--- src/rtl/music_playback_ctrl_if.sv ---
// Control, ROM and audio-sample signals of the playback sequencer.
// master = UI/ROM side, slave = the sequencer itself.
interface music_playback_ctrl_if;
   logic        play;
   logic        pause;
   logic        stop;
   logic        loop_en;
   logic [23:0] start_addr;
   logic [23:0] end_addr;
   logic [23:0] rom_addr;
   logic [7:0]  rom_data;
   logic [7:0]  sample_out;
   logic        sample_valid;
   logic        done;
   logic        busy;
   logic        bad_range;
   logic [1:0]  state;

   modport master (
      output play, pause, stop, loop_en, start_addr, end_addr, rom_data,
      input  rom_addr, sample_out, sample_valid, done, busy, bad_range, state
   );

   modport slave (
      input  play, pause, stop, loop_en, start_addr, end_addr, rom_data,
      output rom_addr, sample_out, sample_valid, done, busy, bad_range, state
   );
endinterface

--- src/rtl/music_playback_ctrl.sv ---
// Song ROM playback sequencer: steps the ROM address once per sample period
// and registers each byte as an audio sample with a one-cycle valid strobe.
module music_playback_ctrl #(
   parameter int unsigned CLK_DIV = 2500,
   parameter int unsigned CNT_W   = 12,
   parameter logic [7:0]  SILENCE = 8'h80
) (
   input  logic                  clk,
   input  logic                  reset_n,
   music_playback_ctrl_if.slave  bus
);

   typedef enum logic [1:0] {
      ST_IDLE   = 2'b00,
      ST_PLAY   = 2'b01,
      ST_PAUSED = 2'b10,
      ST_DONE   = 2'b11
   } state_t;

   localparam logic [CNT_W-1:0] TICK = CNT_W'(CLK_DIV - 1);

   state_t           st;
   logic [CNT_W-1:0] cnt;
   logic [23:0]      addr;
   logic [23:0]      start_q;
   logic [23:0]      end_q;
   logic [7:0]       sample;
   logic             valid_q;
   logic             done_q;
   logic             bad_q;

   logic             do_start;
   logic             do_resume;
   logic             do_pause;
   logic             run;
   logic             range_ok;

   // Command decode: stop > play > pause; a play held in PLAY masks pause.
   always_comb begin
      do_start  = 1'b0;
      do_resume = 1'b0;
      do_pause  = 1'b0;
      run       = 1'b0;
      if (!bus.stop) begin
         if (bus.play) begin
            do_start  = (st == ST_IDLE) || (st == ST_DONE);
            do_resume = (st == ST_PAUSED);
            run       = (st == ST_PLAY);
         end else begin
            do_pause  = bus.pause && (st == ST_PLAY);
            run       = !bus.pause && (st == ST_PLAY);
         end
      end
   end

   assign range_ok = (bus.end_addr >= bus.start_addr);

   always_ff @(posedge clk or negedge reset_n) begin
      if (!reset_n) begin
         st      <= ST_IDLE;
         cnt     <= '0;
         addr    <= '0;
         start_q <= '0;
         end_q   <= '0;
         sample  <= SILENCE;
         valid_q <= 1'b0;
         done_q  <= 1'b0;
         bad_q   <= 1'b0;
      end else begin
         valid_q <= 1'b0;
         done_q  <= 1'b0;
         bad_q   <= 1'b0;
         if (bus.stop) begin
            st     <= ST_IDLE;
            cnt    <= '0;
            addr   <= '0;
            sample <= SILENCE;
         end else if (do_start) begin
            if (range_ok) begin
               start_q <= bus.start_addr;
               end_q   <= bus.end_addr;
               addr    <= bus.start_addr;
               cnt     <= '0;
               st      <= ST_PLAY;
            end else begin
               bad_q <= 1'b1;
            end
         end else if (do_resume) begin
            st <= ST_PLAY;
         end else if (do_pause) begin
            st <= ST_PAUSED;
         end else if (run) begin
            if (cnt == TICK) begin
               cnt     <= '0;
               sample  <= bus.rom_data;
               valid_q <= 1'b1;
               if (addr != end_q) begin
                  addr <= addr + 24'd1;
               end else if (bus.loop_en) begin
                  addr <= start_q;
               end else begin
                  st     <= ST_DONE;
                  done_q <= 1'b1;
               end
            end else begin
               cnt <= cnt + 1'b1;
            end
         end
      end
   end

   assign bus.rom_addr     = addr;
   assign bus.sample_out   = sample;
   assign bus.sample_valid = valid_q;
   assign bus.done         = done_q;
   assign bus.bad_range    = bad_q;
   assign bus.busy         = (st == ST_PLAY) || (st == ST_PAUSED);
   assign bus.state        = st;

endmodule

--- src/flat_wrapper.sv ---
// flat-port wrapper written by rule: the top's interface ports become plain ports
module music_playback_ctrl_flat 
#(
   parameter int unsigned CLK_DIV = 2500,
   parameter int unsigned CNT_W   = 12,
   parameter logic [7:0]  SILENCE = 8'h80
)
  (clk, reset_n, bus_play, bus_pause, bus_stop, bus_loop_en, bus_start_addr, bus_end_addr, bus_rom_data, bus_rom_addr, bus_sample_out, bus_sample_valid, bus_done, bus_busy, bus_bad_range, bus_state);
  music_playback_ctrl_if bus_i ();
  input  logic clk;
  input  logic reset_n;
  input wire logic [$bits(bus_i.play)-1:0] bus_play;
  input wire logic [$bits(bus_i.pause)-1:0] bus_pause;
  input wire logic [$bits(bus_i.stop)-1:0] bus_stop;
  input wire logic [$bits(bus_i.loop_en)-1:0] bus_loop_en;
  input wire logic [$bits(bus_i.start_addr)-1:0] bus_start_addr;
  input wire logic [$bits(bus_i.end_addr)-1:0] bus_end_addr;
  input wire logic [$bits(bus_i.rom_data)-1:0] bus_rom_data;
  output wire logic [$bits(bus_i.rom_addr)-1:0] bus_rom_addr;
  output wire logic [$bits(bus_i.sample_out)-1:0] bus_sample_out;
  output wire logic [$bits(bus_i.sample_valid)-1:0] bus_sample_valid;
  output wire logic [$bits(bus_i.done)-1:0] bus_done;
  output wire logic [$bits(bus_i.busy)-1:0] bus_busy;
  output wire logic [$bits(bus_i.bad_range)-1:0] bus_bad_range;
  output wire logic [$bits(bus_i.state)-1:0] bus_state;
  assign bus_i.play = bus_play;
  assign bus_i.pause = bus_pause;
  assign bus_i.stop = bus_stop;
  assign bus_i.loop_en = bus_loop_en;
  assign bus_i.start_addr = bus_start_addr;
  assign bus_i.end_addr = bus_end_addr;
  assign bus_i.rom_data = bus_rom_data;
  assign bus_rom_addr = bus_i.rom_addr;
  assign bus_sample_out = bus_i.sample_out;
  assign bus_sample_valid = bus_i.sample_valid;
  assign bus_done = bus_i.done;
  assign bus_busy = bus_i.busy;
  assign bus_bad_range = bus_i.bad_range;
  assign bus_state = bus_i.state;
  music_playback_ctrl #(.CLK_DIV(CLK_DIV), .CNT_W(CNT_W), .SILENCE(SILENCE)) u_core (.clk(clk), .reset_n(reset_n), .bus(bus_i));
endmodule
--- config.mk ---
export PLATFORM = sky130hd
export DESIGN_NAME = music_playback_ctrl_flat
export DESIGN_NICKNAME = d
export VERILOG_FILES = /design/src/rtl/music_playback_ctrl_if.sv /design/src/rtl/music_playback_ctrl.sv /design/src/flat_wrapper.sv
export SDC_FILE = /design/constraint.sdc
export NUM_CORES = 1
export LEC_CHECK = 0
export CORE_AREA = 4 4 110 101
export CTS_BUF_LIST = sky130_fd_sc_hd__clkbuf_8
export DETAILED_ROUTE_END_ITERATION = 10
export DIE_AREA = 0 0 114 105
export GPL_TIMING_DRIVEN = 0
export PLACE_DENSITY_LB_ADDON = 0.25
export SLEW_MARGIN = 20
export SYNTH_ARGS = -nofsm -noshare
export SYNTH_HDL_FRONTEND = slang
export SYNTH_SLANG_ARGS = --single-unit
--- constraint.sdc ---
create_clock -name clk -period 3.4 [get_ports clk]
set_input_delay 0.68 -clock clk [delete_from_list [all_inputs] [get_ports clk]]
set_output_delay 0.68 -clock clk [all_outputs]
set_load 0.005 [all_outputs]
==> summary by stage, run 1 <==
Hold path
The min-delay analysis places its worst path in the category input port to async pin.

Synthesis
In the post-synthesis netlist, the biggest area contributors are sky130_fd_sc_hd__dfrtp_1 (41%), sky130_fd_sc_hd__ha_1 (6.0%), sky130_fd_sc_hd__o21ai_0 (5.0%), sky130_fd_sc_hd__mux2_2 (4.8%), sky130_fd_sc_hd__mux2_4 (3.9%). After synthesis the cells add up to 0.00584 mm². In the synthesized netlist the dominant register cell turns out to be sky130_fd_sc_hd__dfrtp_1. Each instance of the synthesized netlist takes up on average 9.75 µm². Yosys mapped a number of flops with a built-in enable equal to 0. For this run, asynchronously set or reset flops after synthesis account for 1.00. The number of nets in the synthesized netlist is 689.

For this run, the number of Yosys warnings is 0. The number of unique standard cell types used by synthesis is 61. Synthesis produced a netlist whose cell count is 599. After synthesis the netlist holds a flip-flop and latch count of 97. The share of synthesized area in the top cell type comes to 0.411. The sequential cell area fraction in the yosys report is 0.416. The largest total area in the synthesized netlist belongs to sky130_fd_sc_hd__dfrtp_1.

Cells and area
The final layout net count is 803. The top cell types in the final layout, fill and taps aside, are sky130_fd_sc_hd__clkdlybuf4s50_1 (98), sky130_fd_sc_hd__dfrtp_1 (96), sky130_fd_sc_hd__o21ai_0 (58). The layout overhead on the synthesized area is 26.4%. The multi-input combinational cells in the finished layout cover a total of 0.00320 mm². Registers take 0.00243 mm². In the final layout, the share of cells above drive strength 1 is 0.136. The post-route cell area is 0.00738 mm².

Counting the fill cells in the layout gives 748. The most common cell after layout, fill and taps aside is sky130_fd_sc_hd__clkdlybuf4s50_1. The repair_antennas step left the layout with diodes totalling 0.

Timing
For the final routed database, the setup TNS stands at 0 ns. Counting I/O delays and the setup requirement, the final critical path takes 3.37 ns. The remaining max-slew budget at the tightest pin is 0.423.

Static timing analysis puts the maximum clock frequency at 297 MHz. The total of endpoints with negative setup slack in the final report is 0. In the post-route analysis, the smallest setup slack over all paths is 0.0282 ns. At the pin with the least slew margin, the transition time is 0.858 ns. The count of final max-slew check failures is 0. The maximum clock skew at final layout is 0.0113 ns.

The share of the clock period used by the worst path is 0.992. The number of hold violations in the final report was 0.

GRT
The number of antenna violations at the first check in global routing came to 0. The global router's overall resource usage is 0.279. The via count of the first global-routing pass is 5126. The wire length of the first global-routing pass is 26500 µm. The residual overflow from global routing is 0. The pin count of the biggest net entering global routing is 54.

Route
The number of vias per cell is 6.15. The residual DRC count is 0. The first-pass iteration count of the detailed router is 5. The number of nets with antenna violations after detailed routing is 0. The routed wire length is 16600 µm. The DRC violation total after the first TritonRoute iteration is 427.

The routed length per instance is 19.6 µm. The routed via count is 5207.

Run status
The run finished with clean final reports.

Critical path
The type of the worst setup path is input port to flop. The type of origin of the critical path is an input port. The reg-to-reg setup timing slack is 0.50 ns. The maximum fanout count along the critical path is 10. Data arrives at the worst endpoint at 3.64 ns. The worst setup path is captured at a flop. In this run the critical register-to-register path is captured at u_core.bus.rom_addr[19]. The startpoint identified for the worst register-to-register timing path is u_core.bus.state[0]. The worst register-to-register path has a depth of 9.

At the worst endpoint, the required time is 3.67 ns.

Floorplan
After floorplanning, the core was divided into 35 placement rows. The die area is 0.0120 mm². In this run the standard cell core region covers 0.0101 mm². For this configuration, the core starts out at a cell density of 0.580. The count of pins on the block boundary is 100.

The die outline height is 105 µm. The die is 114 µm wide.

Power and ir drop
Across the VDD grid, the largest voltage drop is 0.369 mV. The power density of the placed cells is 539 mW/mm². The leakage power of the design is 3.35 nW. The total power consumption of the routed design is 0.00398 W.

Clock tree
In this run, CTS created clock tree buffers numbering 9. The clock passes through at most 2 buffers. Clock-pin slew was measured on the worst setup and hold paths at 0.10 ns. TritonCTS built the clock tree. The number of clock sinks seen by CTS is 97.

The deepest level of the CTS H-tree is 3. Clock latency on the worst-skew pair, taken at its later pin, is 0.39 ns. After clock tree synthesis, the flow added hold-fix buffers numbering 0. Clock tree synthesis selected as its root buffer the cell sky130_fd_sc_hd__clkbuf_8.

Place
The post-DP HPWL is 12300 µm. Summing all placed instances gives a cell area of 0.00702 mm². The global placer's final weighted congestion is 0.953. Timing analysis after detailed placement gives a worst setup slack of -0.672 ns. During placement, the flow inserted port buffers numbering 99.

Flow run
The number of maximum-capacitance violations is 0.
-- worst max-delay path by stage --
stage               cells past startpoint                       end  slack (ns)                from
floorplan                               9   u_core.bus.rom_addr[10]        0.57  bus_start_addr[22]
global placement                        1  u_core.bus.sample_out[3]       -1.99             reset_n
detailed placement                     10    u_core.bus.rom_addr[3]       -0.67  bus_start_addr[23]
CTS                                    12          u_core.end_q[10]        0.07     bus_end_addr[0]
global route                           12   u_core.bus.rom_addr[12]       -0.04  bus_start_addr[23]
finish                                 12   u_core.bus.rom_addr[12]        0.03  bus_start_addr[23]
-- cell families (layout without fill, tap and decap cells) --
kind of cell               after synthesis  after routing  share of synthesized area
AOI/OAI and AO/OA                      133            133                      0.143
buffers and inverters                   63            182                     0.0478
and+or+nand+nor                        186            186                      0.166
adders and majority gates               28             28                     0.0600
muxes                                   53             53                      0.109
xor gates and xnor gates                39             39                     0.0585
DFF                                     97             97                      0.416
-- metal layers --
metal,global-route usage,share of wire,vias up
met3,0.0643,0.096,27
met1,0.400,0.43,2520
met4,0.0806,0.016,0
met2,0.424,0.46,278
met5,0,0,-
li1,-,-,2382
-- worst max-delay path, stage by stage --
cell	delay, ns
sky130_fd_sc_hd__clkdlybuf4s50_1	0.49
sky130_fd_sc_hd__inv_1	0.07
sky130_fd_sc_hd__ha_1	0.31
sky130_fd_sc_hd__nand4_1	0.10
sky130_fd_sc_hd__buf_4	0.17
sky130_fd_sc_hd__nor3_1	0.10
sky130_fd_sc_hd__nor4_2	0.39
sky130_fd_sc_hd__nand3_2	0.25
sky130_fd_sc_hd__o31ai_4	0.42
sky130_fd_sc_hd__a21oi_2	0.13
sky130_fd_sc_hd__buf_6	0.21
sky130_fd_sc_hd__mux2_4	0.31
-- layout make-up --
class	instances	share of cell area
multi-input cells	439	0.433
flip-flops and latches	97	0.329
repair buffers	103	0.141
plain buffers	30	0.0222
well taps	129	0.0219
clock inverters	7	0.0193
clock buffers	9	0.0168
inverters	33	0.0168
-- flip-flops by register name (all words and copies together), names as in the netlist --
register	cells
u_core.bus.rom_addr	24
u_core.bus.sample_valid	1
u_core.bus.sample_out	8
u_core.start_q	24
u_core.bus.state	2
u_core.cnt	12
u_core.bus.done	1
u_core.end_q	24
u_core.bus.bad_range	1
-- synth_stat cells, types with 3 or more instances --
cell	count
sky130_fd_sc_hd__and4_1	3
sky130_fd_sc_hd__mux2_4	15
sky130_fd_sc_hd__a31o_2	7
sky130_fd_sc_hd__nand2b_1	9
sky130_fd_sc_hd__dfrtp_1	96
sky130_fd_sc_hd__o211ai_1	4
sky130_fd_sc_hd__o21ai_0	58
sky130_fd_sc_hd__a31oi_1	4
sky130_fd_sc_hd__inv_1	33
sky130_fd_sc_hd__nand3_1	24
sky130_fd_sc_hd__ha_1	28
sky130_fd_sc_hd__nor4b_1	6
sky130_fd_sc_hd__clkbuf_1	16
sky130_fd_sc_hd__and3_1	16
sky130_fd_sc_hd__xor2_1	24
sky130_fd_sc_hd__nor2_1	27
sky130_fd_sc_hd__o22ai_1	13
sky130_fd_sc_hd__buf_2	9
sky130_fd_sc_hd__a21oi_1	19
sky130_fd_sc_hd__nor2b_1	9
sky130_fd_sc_hd__buf_6	4
sky130_fd_sc_hd__o31ai_1	3
sky130_fd_sc_hd__xnor2_1	15
sky130_fd_sc_hd__nor3_1	5
sky130_fd_sc_hd__nand2_1	57
sky130_fd_sc_hd__mux2_2	25
sky130_fd_sc_hd__nor4_1	9
sky130_fd_sc_hd__nand4_1	10
sky130_fd_sc_hd__mux2i_1	12
-- power by group --
| part | switching (W) | internal [W] |
|---|---|---|
| Combinational | 0.000581 | 0.000662 |
| Sequential | 0.000281 | 0.00145 |
| Clock | 0.000439 | 0.000562 |
-- metrics by stage --
stage | utilization | std cells | hold slack, ns
floorplan | - | 599 | 0.384
global placement | 0.695 | 827 | 0.457
detailed placement | 0.697 | 828 | 0.463
CTS | 0.730 | 846 | 0.225
global route | 0.733 | 847 | 0.240
finish | 0.733 | 847 | 0.212
-- repair_timing --
item | in CTS | in global routing
endpoints found under the setup margin | 70 | 44
buffers inserted | 2 | 1
gates resized for setup | 9 | 7
pin swaps | 0 | 1
Power figures use the tool's default switching activity.
==> inputs of run 2 (changes only) <==
--- a/config.mk
+++ b/config.mk
@@ -5,10 +5,10 @@
 export SDC_FILE = /design/constraint.sdc
 export NUM_CORES = 1
 export LEC_CHECK = 0
-export CORE_AREA = 4 4 110 101
+export CORE_AREA = 2 2 108 99
 export CTS_BUF_LIST = sky130_fd_sc_hd__clkbuf_8
 export DETAILED_ROUTE_END_ITERATION = 10
-export DIE_AREA = 0 0 114 105
+export DIE_AREA = 0 0 110 101
 export GPL_TIMING_DRIVEN = 0
 export PLACE_DENSITY_LB_ADDON = 0.25
 export SLEW_MARGIN = 20
==> run 2 against run 1 <==
The run now ends with negative setup slack left. Core utilization fell by 0.092 points. Clock power down 15%. Clock-buffer cell count up 1. Critical endpoint is now u_core.end_q[21]. Highest routed layer unchanged.
==> summary by stage, run 2 (synthesis results as in run 1) <==
GRT
The residual overflow from global routing is 0 (unchanged). The pin count of the biggest net entering global routing is 66 (+22%). The via count of the first global-routing pass is 5282 (+3.0%). The number of antenna violations at the first check in global routing is 0 (unchanged). The wire length of the first global-routing pass came to 26800 µm (+1.4%). The global router's overall resource usage is 0.314 (+0.0344).

Clock tree
TritonCTS built the clock tree. The clock buffer count from CTS is 9 (unchanged). The maximum buffer depth of the clock tree is 2 (unchanged).

The clock slew seen by the registers of the worst setup and hold paths is 0.09 ns (about the same). The tree is rooted in a sky130_fd_sc_hd__clkbuf_8. The deepest level of the CTS H-tree is 3 (unchanged). The number of clock sinks seen by CTS is 97 (unchanged). The insertion delay of the later-clocked pin in the worst-skew pair is 0.38 ns (about the same). The quantity of hold-fixing buffers added after cts is 0 (unchanged).

Cells and area
The most common cell after layout, fill and taps aside is sky130_fd_sc_hd__clkdlybuf4s50_1. The number of inserted filler cells in the final layout is 760 (+1.6%). In the layout the commonest cells are sky130_fd_sc_hd__clkdlybuf4s50_1 (98), sky130_fd_sc_hd__dfrtp_1 (96), sky130_fd_sc_hd__o21ai_0 (58). The final layout net count is 804 (+0.12%). The final cell utilization of the core was 0.732 (-0.000916). The share of final-layout standard cells stronger than drive strength 1 is 0.136 (-0.000190).

The final antenna diode count is 0 (unchanged). The area growth from synthesis to layout is 25.7%.

Timing
The total of endpoints with negative setup slack in the final report is 4 (+4). The clock period minus final worst setup slack is 3.41 ns (+0.0405 ns). The remaining max-slew budget at the tightest pin is 0.155 (-0.268).

The share of the clock period used by the worst path came to 1.00 (+0.0119). The accumulated negative setup slack came to -0.0270 ns (-0.0270 ns). The number of hold violations in the final report is 0 (unchanged). The count of final max-slew check failures is 0 (unchanged).

The worst-margin pin slew is 1.25 ns (+0.393 ns). Setup repair after global routing left no endpoint under its margin. The maximum clock skew at final layout is 0.0111 ns (-0.000136 ns). The worst setup margin came to -0.0122 ns (-0.0405 ns). The fmax came to 293 MHz (-1.2%).

Floorplan
The count of pins on the block boundary is 100 (unchanged). The die area was 0.0111 mm² (-7.2%). The core footprint was 0.0100 mm² (-0.43%). The die outline height is 101 µm (-3.8%). The placement row count is 35 (unchanged). The horizontal die dimension was 110 µm (-3.5%). The initial core utilization is 0.583 (+0.00253).

Place
The total of buffers placed on input and output ports is 99 (unchanged). The global placer's final weighted congestion is 0.947 (-0.64%). The post-DP HPWL is 12200 µm (-0.75%).

Power and ir drop
The power density of the placed cells came to 524 mW/mm² (-2.7%). The leakage power of the design is 3.34 nW (-0.27%). The peak supply drop is 0.325 mV (-12%).

Critical path
The maximum cell stage delay along the critical path came to 0.51 ns (+0.02 ns). The critical path goes through clkdlybuf4s50_1 > inv_1 > ha_1 > nand4_1 > nor3_1 > nor4_2 > nand3_2 > o21ai_4 > clkbuf_4 > mux2_2. The maximum fanout count along the critical path is 10 (unchanged). In this run the critical register-to-register path is launched from u_core.bus.rom_addr[1]. The endpoint required time on the critical path is 3.66 ns (about the same). The data arrival time at the worst-slack endpoint came to 3.67 ns (+0.03 ns). The destination of the worst register-to-register timing path is u_core.bus.rom_addr[20]. STA classifies the critical path endpoint as a flop. For this design, the slowest cell found on the critical path is sky130_fd_sc_hd__clkdlybuf4s50_1. The type of the worst setup path is input port to flop. The reg-to-reg setup timing slack is 0.13 ns (-0.37 ns). The worst setup path is launched from an input port. The cell count of the worst reg-to-reg path was 7 (-2).

Route
The DRC violation total after the first TritonRoute iteration came to 658 (+54%). The number of nets with antenna violations after detailed routing is 0 (unchanged). The routed length per instance is 19.8 µm (+0.81%).

The number of vias per cell is 6.31 (+2.6%). The residual DRC count is 0 (unchanged). The routed via count is 5350 (+2.7%). The routed wire length is 16800 µm (+0.93%). The first-pass iteration count of the detailed router is 5 (unchanged).

Hold path
The type of the most critical hold path is input port to async pin.

Flow run
The number of maximum-capacitance violations came to 0 (unchanged).

Run status
The run finished, with violations left. The checks that failed: negative setup slack.
run 2: timing repair:
item | CTS | global route
setup endpoints to repair | 82 | 68
resized for setup | 8 | 14
hold endpoints to repair | 0 | 0
pin swaps | 0 | 2
gates cloned | 0 | 0
buffers inserted | 2 | 2
run 2: metal layers:
| layer | GRT usage | wire length [µm] | up-vias |
|---|---|---|---|
| met5 | 0 | 0 | - |
| met1 | 0.443 | 7050 | 2577 |
| li1 | - | - | 2384 |
| met4 | 0.106 | 462 | 0 |
| met3 | 0.0608 | 1610 | 51 |
| met2 | 0.484 | 7640 | 338 |
run 2: how the worst max path moves through the flow:
stage | start | end | slack, ns | depth (start not counted)
6_report | bus_start_addr[20] | u_core.end_q[21] | -0.01 | 10
3_3_place_gp | reset_n | u_core.bus.sample_out[3] | -2.02 | 1
4_1_cts | bus_start_addr[0] | u_core.end_q[13] | 0.001 | 11
2_1_floorplan | bus_start_addr[22] | u_core.bus.rom_addr[10] | 0.57 | 9
5_1_grt | bus_start_addr[21] | u_core.end_q[21] | 0.005 | 10
3_5_place_dp | bus_start_addr[23] | u_core.bus.rom_addr[6] | -0.73 | 10
run 2: worst max-delay path: cells and delay by family:
| family | cells | cell delay, ns |
|---|---|---|
| AOI/OAI and AO/OA | 1 | 0.33 |
| adders and majority gates | 1 | 0.29 |
| buffers and inverters | 3 | 0.89 |
| muxes | 1 | 0.36 |
| and+or+nand+nor | 4 | 1.11 |
run 2: final cells by class:
| type | count | area [µm²] | share of cell area |
|---|---|---|---|
| clock buffers | 10 | 138 | 0.0187 |
| clock inverters | 6 | 83.8 | 0.0114 |
| flip-flops and latches | 97 | 2430 | 0.331 |
| repair buffers | 104 | 1050 | 0.143 |
| inverters | 33 | 124 | 0.0169 |
| plain buffers | 30 | 168 | 0.0228 |
| well taps | 129 | 161 | 0.0220 |
| multi-input cells | 439 | 3190 | 0.434 |
run 2: metrics by stage:
| stage | hold WS, ns | setup slack, ns | instances | cell area (µm²) | total power, W |
|---|---|---|---|---|---|
| floorplan | 0.384 | 0.566 | 599 | 5840 | 0.00240 |
| global placement | 0.457 | -2.02 | 827 | 7000 | 0.00289 |
| detailed placement | 0.465 | -0.732 | 828 | 7020 | 0.00296 |
| CTS | 0.199 | 0.00106 | 846 | 7310 | 0.00381 |
| global route | 0.209 | 0.00525 | 848 | 7340 | 0.00402 |
| finish | 0.190 | -0.0122 | 848 | 7340 | 0.00385 |
run 2: power breakdown:
part,internal (W),switching [W]
Combinational,0.000668,0.000600
Sequential,0.00145,0.000284
Clock,0.000431,0.000414
==> inputs of run 3 (changes only) <==
--- a/config.mk
+++ b/config.mk
@@ -5,12 +5,13 @@
 export SDC_FILE = /design/constraint.sdc
 export NUM_CORES = 1
 export LEC_CHECK = 0
+export CAP_MARGIN = 15
 export CORE_AREA = 2 2 108 99
 export CTS_BUF_LIST = sky130_fd_sc_hd__clkbuf_8
 export DETAILED_ROUTE_END_ITERATION = 10
 export DIE_AREA = 0 0 110 101
 export GPL_TIMING_DRIVEN = 0
-export PLACE_DENSITY_LB_ADDON = 0.25
+export PLACE_DENSITY = 0.87
 export SLEW_MARGIN = 20
 export SYNTH_ARGS = -nofsm -noshare
 export SYNTH_HDL_FRONTEND = slang
==> run 3 against run 2 <==
The run now ends clean. Total power decreased by 1.9%. Via count up 0.37%. Worst hold slack got worse by 0.00066 ns. Final cell count increased by 0.59%. Clock-buffer cell count stayed put. Core utilization rose by 0.21 points. Die area did not move. Largest cell class unchanged.
==> summary by stage, run 3 (synthesis results as in run 1) <==
Route
The residual DRC count is 0 (unchanged). The routed wire length is 17200 µm (+2.9%). The DRC violation total after the first TritonRoute iteration came to 393 (-40%).

The first-pass iteration count of the detailed router is 5 (unchanged). The number of vias per cell is 6.30 (-0.21%). The routed via count was 5370 (+0.37%). The routed length per instance is 20.2 µm (+2.3%). The number of nets with antenna violations after detailed routing came to 0 (unchanged).

Cells and area
The non-filler instance count after layout is 853 (+0.59%). The final antenna diode count is 0 (unchanged). The final cell utilization of the core was 0.734 (+0.00212). The share of final-layout standard cells stronger than drive strength 1 came to 0.144 (+0.00735). In the layout the commonest cells are sky130_fd_sc_hd__clkdlybuf4s50_1 (98), sky130_fd_sc_hd__dfrtp_1 (96), sky130_fd_sc_hd__o21ai_0 (58). Relative to the synthesized area, the layout overhead comes to 26.0%. The final layout net count is 809 (+0.62%).

The most common cell after layout, fill and taps aside is sky130_fd_sc_hd__clkdlybuf4s50_1.

Critical path
The endpoint required time on the critical path came to 3.65 ns (about the same). The maximum fanout count along the critical path is 5 (-5). Tracing the worst setup path back leads to its startpoint at bus_start_addr[20]. STA classifies the critical path endpoint as a flop. The data arrival time at the worst-slack endpoint is 3.60 ns (-0.07 ns). The startpoint of the worst-slack reg-to-reg timing path is u_core.bus.state[0]. By startpoint and endpoint, the worst setup path is classified as input port to flop. The type of origin of the critical path is an input port.

Clock tree
The maximum buffer depth of the clock tree was 2 (unchanged). The clock slew seen by the registers of the worst setup and hold paths is 0.09 ns (about the same). The clock buffer count from CTS is 9 (unchanged). The clock root buffer is sky130_fd_sc_hd__clkbuf_8. The deepest level of the CTS H-tree is 3 (unchanged). The number of clock sinks seen by CTS is 97 (unchanged). The TritonCTS clock tree is done. The insertion delay of the later-clocked pin in the worst-skew pair is 0.37 ns (about the same).

Flow run
The number of maximum-capacitance violations is 0 (unchanged).

Run status
The flow ran to the end, and the final reports show no timing, DRC or antenna violations.

GRT
The number of antenna violations at the first check in global routing is 0 (unchanged). The wire length of the first global-routing pass is 27600 µm (+2.8%). The via count of the first global-routing pass is 5357 (+1.4%).

The residual overflow from global routing was 0 (unchanged). The pin count of the biggest net entering global routing is 65 (-1.5%). The global router's overall resource usage is 0.325 (+0.0114).

Timing
The maximum clock skew at final layout is 0.0140 ns (+0.00289 ns). The remaining max-slew budget at the tightest pin came to 0.358 (+0.203). The count of final max-slew check failures came to 0 (unchanged). The worst-margin pin slew was 0.955 ns (-0.295 ns). The number of hold violations in the final report is 0 (unchanged).

The hold slack was 0.190 ns (-0.000663 ns). The clock period minus final worst setup slack came to 3.35 ns (-0.0576 ns). The share of the clock period used by the worst path came to 0.987 (-0.0169). The total of endpoints with negative setup slack in the final report came to 0 (-4). The fmax is 298 MHz (+1.7%).

Place
The post-DP HPWL was 12500 µm (+2.2%). The instance count after placement with tap cells included is 828 (unchanged). The global placer's final weighted congestion was 0.929 (-1.8%). The total of buffers placed on input and output ports was 99 (unchanged).

Floorplan
The count of pins on the block boundary is 100 (unchanged). The die area is 0.0111 mm² (unchanged). The horizontal die dimension is 110 µm (unchanged). The core footprint is 0.0100 mm² (unchanged). The die outline height was 101 µm (unchanged). The initial core utilization was 0.583 (unchanged). The placement row count is 35 (unchanged).

Power and ir drop
The power density of the placed cells is 513 mW/mm² (-2.2%). The total power consumption of the routed design came to 0.00378 W (-1.9%). The leakage power of the design is 3.36 nW (+0.79%). The peak supply drop is 0.284 mV (-13%).

Hold path
The type of the most critical hold path is input port to async pin.
[run 3: cell count changes in the layout (fill, tap and decap cells not counted), sizes merged]
cell,before,now
clkinvlp,2,1
bufinv,2,1
clkinv,1,0
o21ai,59,60
buf,20,24
inv,34,37
[run 3: final timing paths]
path	endpoint	slack (ns)	cells past startpoint
max in group asynchronous	u_core.bus.rom_addr[19]	2.57	2
min	u_core.end_q[4]	0.19	1
max reg2reg	u_core.bus.rom_addr[19]	0.35	9
min reg2reg	u_core.start_q[23]	0.49	2
min in group clk	u_core.start_q[23]	0.49	2
max	u_core.start_q[0]	0.05	12
[run 3: routing by layer]
metal / global-route usage / vias to the layer above / share of wire
met3: 0.0575 / 55 / 0.085
met5: 0 / - / 0
met2: 0.504 / 312 / 0.47
li1: - / 2403 / -
met1: 0.457 / 2600 / 0.42
met4: 0.119 / 0 / 0.029
[run 3: layout make-up]
class                      count  area (µm²)
inverter                      33         124
timing repair buffer         108        1080
multi-input combinational    440        3210
tap                          129         161
sequential                    97        2430
fill                         711        2670
buffer                        30         170
clock inverter                 6        52.6
clock buffer                  10         138
[run 3: stage by stage]
step,TNS [ns],cell area [µm²],worst slack [ns]
6_report,0,7360,0.0454
5_1_grt,-0.319,7360,-0.0391
4_1_cts,0,7270,0.0231
3_5_place_dp,-44.37,7020,-0.723
3_3_place_gp,-226.14,7000,-1.93
2_1_floorplan,0,5840,0.566
[run 3: timing repair]
action / in CTS / in global routing
pin swaps: 0 / 5
cloned: 0 / 1
buffers inserted: 1 / 7
endpoints found under the setup margin: 82 / 83
hold buffers: 0 / 0
gates resized for setup: 7 / 20
[run 3: report_power, final]
group | internal (W) | total (W) | switching [W]
logic | 0.000672 | 0.00128 | 0.000604
clock network | 0.000351 | 0.000758 | 0.000407
registers | 0.00145 | 0.00174 | 0.000292
[run 3: critical path, cell delays in order]
cell	delay (ns)
sky130_fd_sc_hd__clkdlybuf4s50_1	0.51
sky130_fd_sc_hd__inv_1	0.08
sky130_fd_sc_hd__ha_1	0.27
sky130_fd_sc_hd__nand4_1	0.09
sky130_fd_sc_hd__buf_4	0.17
sky130_fd_sc_hd__nor3_1	0.10
sky130_fd_sc_hd__nor4_2	0.50
sky130_fd_sc_hd__nand3_2	0.27
sky130_fd_sc_hd__buf_4	0.21
sky130_fd_sc_hd__o21ai_2	0.23
sky130_fd_sc_hd__buf_4	0.16
sky130_fd_sc_hd__mux2_2	0.32
